`config.mk`:
```
export PLATFORM = sky130hd
export DESIGN_NAME = uart_frame_decoder
export DESIGN_NICKNAME = d
export VERILOG_FILES = /design/src/rtl/uart_frame_decoder_pkg.sv /design/src/rtl/uart_frame_timeout.sv /design/src/rtl/uart_frame_decoder.sv
export SDC_FILE = /design/constraint.sdc
export NUM_CORES = 1
export LEC_CHECK = 0
export ABC_AREA = 0
export CAP_MARGIN = 20
export CORE_ASPECT_RATIO = 1.1
export CORE_MARGIN = 2
export CORE_UTILIZATION = 54
export DETAILED_ROUTE_END_ITERATION = 7
export PLACE_DENSITY = 0.89
export RECOVER_POWER = 100
export SYNTH_ARGS = -nofsm -noshare
export SYNTH_HDL_FRONTEND = slang
export SYNTH_SLANG_ARGS = --single-unit
```
`constraint.sdc`:
```
create_clock -name clk -period 2.1 [get_ports clk]
set_clock_uncertainty 0.15 [all_clocks]
set_input_delay 0.63 -clock clk [delete_from_list [all_inputs] [get_ports clk]]
set_output_delay 0.63 -clock clk [all_outputs]
set_load 0.01 [all_outputs]
```
`src/rtl/uart_frame_decoder_pkg.sv`:
```
// ============================================================================
// Module      : uart_frame_decoder_pkg
// Description : Shared frame layout constants, error codes and FSM states.
// Revision    : 1.0 - initial release
// ============================================================================
`default_nettype none

package uart_frame_decoder_pkg;

    localparam int FRAME_BYTES  = 8;
    localparam int IDX_ADDR     = 1;
    localparam int IDX_DATA_MSB = 2;
    localparam int IDX_CHK      = FRAME_BYTES - 1;

    typedef enum logic [1:0] {
        ERR_NONE = 2'd0,
        ERR_CHK  = 2'd1,
        ERR_ADDR = 2'd2,
        ERR_TMO  = 2'd3
    } err_code_e;

    typedef enum logic {
        HUNT    = 1'b0,
        COLLECT = 1'b1
    } state_e;

endpackage

`default_nettype wire

```
`src/rtl/uart_frame_timeout.sv`:
```
// ============================================================================
// Module      : uart_frame_timeout
// Description : Loadable cycle counter with clear/enable; flags the last count.
// Revision    : 1.0 - initial release
// ============================================================================
`default_nettype none

module uart_frame_timeout #(
    parameter int LIMIT = 200000,
    parameter int WIDTH = $clog2(LIMIT)
) (
    input  logic             clk,
    input  logic             rst,
    input  logic             clr,
    input  logic             en,
    input  logic             load,
    input  logic [WIDTH-1:0] load_val,
    output logic             expire
);

    localparam logic [WIDTH-1:0] LAST = WIDTH'(LIMIT - 1);

    logic [WIDTH-1:0] count;

    // Counter parks on the last value so expire stays asserted until cleared
    always_ff @(posedge clk) begin
        if (rst || clr) begin
            count <= '0;
        end else if (load) begin
            count <= load_val;
        end else if (en && !expire) begin
            count <= count + WIDTH'(1);
        end
    end

    assign expire = (count == LAST);

endmodule

`default_nettype wire

```
`src/rtl/uart_frame_decoder.sv`:
```
// ============================================================================
// Module      : uart_frame_decoder
// Description : Assembles 8-byte UART command frames into 32-bit cfg writes.
// Revision    : 1.0 - initial release
// ============================================================================
`default_nettype none

module uart_frame_decoder
    import uart_frame_decoder_pkg::*;
#(
    parameter logic [7:0] SYNC_BYTE      = 8'hA5,
    parameter int         NUM_REGS       = 16,
    parameter int         TIMEOUT_CYCLES = 200000
) (
    input  logic        clk,
    input  logic        rst,
    input  logic [7:0]  byte_in,
    input  logic        byte_valid,
    output logic        cfg_wr,
    output logic [7:0]  cfg_addr,
    output logic [31:0] cfg_data,
    output logic        frame_ok,
    output logic        frame_err,
    output logic [1:0]  err_code,
    output logic [7:0]  err_cnt,
    output logic        busy
);

    localparam int         TMO_W         = $clog2(TIMEOUT_CYCLES);
    localparam logic [2:0] FIRST_PAYLOAD = 3'(IDX_ADDR);
    localparam logic [2:0] LAST_PAYLOAD  = 3'(IDX_DATA_MSB + 3);
    localparam logic [2:0] LAST_IDX      = 3'(IDX_CHK);
    localparam logic [8:0] REG_LIMIT     = 9'(NUM_REGS);

    state_e      state;
    state_e      state_next;
    logic [2:0]  idx;
    logic [7:0]  chk;
    logic [39:0] payload;
    logic        tmo_expire;
    logic        tmo_clr;
    logic        chk_fail;
    logic        addr_fail;
    logic        accept;
    logic        reject;
    err_code_e   err_next;

    uart_frame_timeout #(
        .LIMIT (TIMEOUT_CYCLES),
        .WIDTH (TMO_W)
    ) u_timeout (
        .clk      (clk),
        .rst      (rst),
        .clr      (tmo_clr),
        .en       (state == COLLECT),
        .load     (1'b0),
        .load_val ({TMO_W{1'b0}}),
        .expire   (tmo_expire)
    );

    // Any byte restarts the inter-byte window; leaving COLLECT parks it at 0
    assign tmo_clr = byte_valid || (state_next == HUNT);
    assign busy    = (state == COLLECT);

    always_comb begin
        state_next = state;
        chk_fail   = 1'b0;
        addr_fail  = 1'b0;
        accept     = 1'b0;
        reject     = 1'b0;
        err_next   = ERR_NONE;
        case (state)
            HUNT: begin
                if (byte_valid && byte_in == SYNC_BYTE) begin
                    state_next = COLLECT;
                end
            end
            COLLECT: begin
                if (byte_valid) begin
                    if (idx == LAST_IDX) begin
                        state_next = HUNT;
                        chk_fail   = (chk != byte_in);
                        addr_fail  = !chk_fail && ({1'b0, payload[39:32]} >= REG_LIMIT);
                        accept     = !chk_fail && !addr_fail;
                        reject     = chk_fail || addr_fail;
                        err_next   = chk_fail ? ERR_CHK : (addr_fail ? ERR_ADDR : ERR_NONE);
                    end
                end else if (tmo_expire) begin
                    state_next = HUNT;
                    reject     = 1'b1;
                    err_next   = ERR_TMO;
                end
            end
        endcase
    end

    always_ff @(posedge clk) begin
        if (rst) begin
            state     <= HUNT;
            idx       <= '0;
            chk       <= '0;
            payload   <= '0;
            cfg_wr    <= 1'b0;
            cfg_addr  <= '0;
            cfg_data  <= '0;
            frame_ok  <= 1'b0;
            frame_err <= 1'b0;
            err_code  <= ERR_NONE;
            err_cnt   <= '0;
        end else begin
            state     <= state_next;
            cfg_wr    <= accept;
            frame_ok  <= accept;
            frame_err <= reject;
            if (accept) begin
                cfg_addr <= payload[39:32];
                cfg_data <= payload[31:0];
            end
            if (reject) begin
                err_code <= err_next;
                if (err_cnt != 8'hFF) begin
                    err_cnt <= err_cnt + 8'd1;
                end
            end
            if (state == HUNT) begin
                if (byte_valid && byte_in == SYNC_BYTE) begin
                    idx <= 3'd1;
                    chk <= SYNC_BYTE;
                end
            end else if (byte_valid) begin
                chk <= chk ^ byte_in;
                idx <= idx + 3'd1;
                if (idx >= FIRST_PAYLOAD && idx <= LAST_PAYLOAD) begin
                    payload <= {payload[31:0], byte_in};
                end
            end
        end
    end

endmodule

`default_nettype wire

```
==> results of run 1 <==
layer usage:
metal  wire length [um]  track usage [%]  vias up
li1                   -                -     2018
met2               6830             42.8      208
met5                  0                0        -
met3                792             6.73       45
met1               5220             29.0     2132
met4                446             14.2        0
cell usage after synthesis, drive strengths merged, types with 5 or more instances:
cell type    n
nand4       14
dfxtp      122
xor2        14
mux2i       37
buf          6
clkbuf      21
ha           5
inv          5
o21ai       12
xnor2       10
a21oi       54
nand2       98
nor2        71
or3          5
o21a         6
nand3        8
and2         6
metrics by stage:
step / setup WS, ns / area [um^2]
after global placement: -0.650 / 5690
after CTS: -0.000225 / 6200
after global routing: -0.0862 / 6410
final: -0.0198 / 6410
after floorplan: 0.0920 / 4770
after detailed placement: -0.658 / 5690
layout make-up:
cell class / instances / area share, %
flip-flops and latches: 122 / 38.4
clock buffers: 17 / 6.46
multi-input cells: 379 / 35.3
clock inverters: 15 / 2.19
inverters: 5 / 0.293
well taps: 111 / 2.17
repair buffers: 105 / 15.2
cell usage in the layout (no fill, tap or decap), types with 3 or more instances in the layout:
cell	n
buf_12	4
clkbuf_16	17
and3_1	3
buf_4	33
mux2i_1	36
nand3b_1	4
dfxtp_2	10
a21oi_1	53
nor2_1	70
xor2_1	14
a311oi_1	4
ha_1	4
nand4_1	14
dfxtp_1	110
inv_6	6
a211oi_1	3
nand3_1	7
dlygate4sd2_1	54
inv_1	5
o21ai_0	11
clkinvlp_4	4
or3_1	5
dlymetal6s2s_1	8
xnor2_1	10
buf_6	3
o21a_1	5
nand2_1	95
and2_1	6
final timing paths:
| check | depth (start not counted) | to |
|---|---|---|
| worst max-delay path | 6 | err_cnt[7] |
| worst min-delay path | 1 | u_timeout.count[0] |
| worst max register to register | 6 | err_cnt[7] |
| worst min register to register | 1 | u_timeout.count[0] |
registers in the layout (all words and copies together), names as in the netlist:
register / cells
cfg_addr: 8
payload: 40
frame_ok: 1
idx: 3
cfg_data: 32
err_code: 2
err_cnt: 8
frame_err: 1
busy: 1
u_timeout.count: 18
chk: 8
kinds of logic (layout without fill, tap and decap cells):
kind of cell / Yosys count / in the layout
flip-flops: 122 / 122
AND/OR/NAND/NOR: 226 / 226
AO/OA/AOI/OAI: 86 / 87
buffers and inverters: 33 / 142
XOR/XNOR: 24 / 24
adder cells (fa/ha/maj): 5 / 5
multiplexers: 37 / 37
worst register-to-register path, stage by stage (launching register included):
cell,delay [ns]
dfxtp_1,0.35
and4bb_1,0.33
nand2_2,0.10
o31ai_4,0.33
o211ai_4,0.16
or4_1,0.46
a21oi_1,0.16
what timing repair did:
item / CTS / global route
hold buffers: 0 / 0
setup endpoints to repair: 68 / 51
resized for setup: 60 / 38
gates cloned: 1 / 2
buffers inserted: 0 / 9
pin swaps: 2 / 14
power groups by stage:
stage               clock, uW  sequential (uW)  combinational (uW)
floorplan                   0             2370                44.2
global placement            0             2370                98.4
detailed placement          0             2370                 100
CTS                      2720             2320                 102
global route             2860             2310                 115
finish                   2730             2310                 108
==> flow_summary.toml, run 1 <==
[sta]
setup_tns_ns = -0.0198
hold_slack_ns = 0.302
tightest_slew_ns = 0.426
fin_crit_sh_pct = 101
slew_headroom_pct = 71.4
maxSlewViolCount = 0
rsz0062_at_grt = "true"
min_period_ns = 2.12
setup_viol = 1
worst_slack_ns = -0.0198
hold_viol_final = 0
fmaxAchievable_ghz = 0.472

[grt]
overflow = 0
grt.total_usage_pct = 25.2
antenna_found_initial = 0
grt_max_degree = 43
grt_pass1_wl_um = 18900
grt_pass1_vias = 4131

[logic_synthesis]
synthAdderAreaFrac_pct = 1.31
postSynthAreaPerCell_um2 = 8.95
synth_top_family_by_area = "simple AND/OR/NAND/NOR gates"
syn_inst = 533
synth_edf_count = 0
synth.distinct_cells = 44
ys_ff_latch = 122
yosys.area.top_type = "dfxtp_1"
synth-xor-area-share_pct = 4.41
synth-compound-area-share_pct = 10.8
synthSimpleGateAreaFrac_pct = 21.5
synth_mux_area_share_pct = 7.76
synth.top_cell.area_share_pct = 51.2
ys_seq_area_share_pct = 51.2
ys.flop_type = "dfxtp_1"
syn_area_mm2 = 0.00477
yosys_warnings = 0
async_reset_ff_share_pct = 0
synth_top_cells_by_area = "dfxtp_1 (51%), mux2i_1 (7.8%), nand2_1 (7.7%)"
syn-num-nets = 549

[detailed_routing]
routed_wl_um = 13300
num_vias = 4403
drcViolationCount = 0
firstDrtPassIters = 5
final_antenna_net_count = 0
drtIter0Drc = 361
via_per_inst = 5.84
wl_per_cell_um = 17.6

[min_path]
hold_start = "u_timeout.count[0]"
hold_class = "reg2reg"

[cells_and_area]
stdcell_count = 754
multi_input_area_mm2 = 0.00226
final_core_util_pct = 75.4
seq_area_mm2 = 0.00246
syn_to_final_growth_pct = 34.4
antenna_cells = 0
fillCellCount = 513
final_nets = 646
layout-drive-gt1-share_pct = 16.6

[power]
clock_power_share_pct = 53.0
comb_power_share_pct = 2.1
vdd_ir_drop_max_mv = 0.669
powerDensity_mw_per_mm2 = 804
swShare_pct = 23.5
finalPower_uw = 5150
power.leakage_uw = 0.00286
pwr-share-seq_pct = 44.9
p_switching_uw = 1210
p_int_uw = 3940

[setup_path]
path_class = "reg2reg"
reg2reg_slack_ns = -0.02
cp_slowest_stage_delay_ns = 0.45
r2r_start = "u_timeout.count[7]"
critical_path.max_fanout = 5
cp.arrival_ns = 2.42
critical_path.startpoint = "u_timeout.count[7]"
cp.required_ns = 2.40
crit_buf_inv = 0
path_delay_family = "simple AND/OR/NAND/NOR gates"
startpoint_type = "flop"
cpMaxStageDelayCell = "or4_1"
crit_path_end_kind = "flop"
worstPathCellList = "and4bb_1 -> nand2_2 -> o31ai_4 -> o211ai_4 -> or4_1 -> a21oi_1"

[job]
maxCapViolCount = 0

[clock_network]
root_buffer = "clkbuf_8"
cts_buffer_depth = 2
clock_latency_ns = 0.52
numClockSinks = 122
cts_tree = "done"
htreeDepth = 4
cts_made_buffers = 17
clk_pin_slew_worst_paths_ns = 0.06

[die]
core_mm2 = 0.00850
chipHeight_um = 103
initial_core_util_pct = 56.1
fp.dieW_um = 93.6
rows = 35
die-area_mm2 = 0.00960
ios = 65

[status]
violations = "negative setup slack"
status = "complete, but fails checks"

[place]
io_buffers = 64
post-dp-hpwl_um = 7310
dp_cells = 710
globalplace.congestion = 0.834
(Power assumes the default switching activity.)
==> inputs of run 2 (changes only) <==
--- a/config.mk
+++ b/config.mk
@@ -6,10 +6,11 @@
 export NUM_CORES = 1
 export LEC_CHECK = 0
 export ABC_AREA = 0
-export CAP_MARGIN = 20
+export CAP_MARGIN = 0
 export CORE_ASPECT_RATIO = 1.1
 export CORE_MARGIN = 2
 export CORE_UTILIZATION = 54
+export CTS_BUF_LIST = sky130_fd_sc_hd__clkbuf_4 sky130_fd_sc_hd__clkbuf_8 sky130_fd_sc_hd__clkbuf_16
 export DETAILED_ROUTE_END_ITERATION = 7
 export PLACE_DENSITY = 0.89
 export RECOVER_POWER = 100
==> results of run 2 <==
Same layout as run 1: the final DEF is identical, and so are final timing and power.
==> inputs of run 3 (changes only) <==
--- a/config.mk
+++ b/config.mk
@@ -11,6 +11,7 @@
 export CORE_MARGIN = 2
 export CORE_UTILIZATION = 54
 export CTS_BUF_LIST = sky130_fd_sc_hd__clkbuf_4 sky130_fd_sc_hd__clkbuf_8 sky130_fd_sc_hd__clkbuf_16
+export CTS_CLUSTER_SIZE = 24
 export DETAILED_ROUTE_END_ITERATION = 7
 export PLACE_DENSITY = 0.89
 export RECOVER_POWER = 100
==> results of run 3 <==
Same layout as run 1: the final DEF is identical, and so are final timing and power.
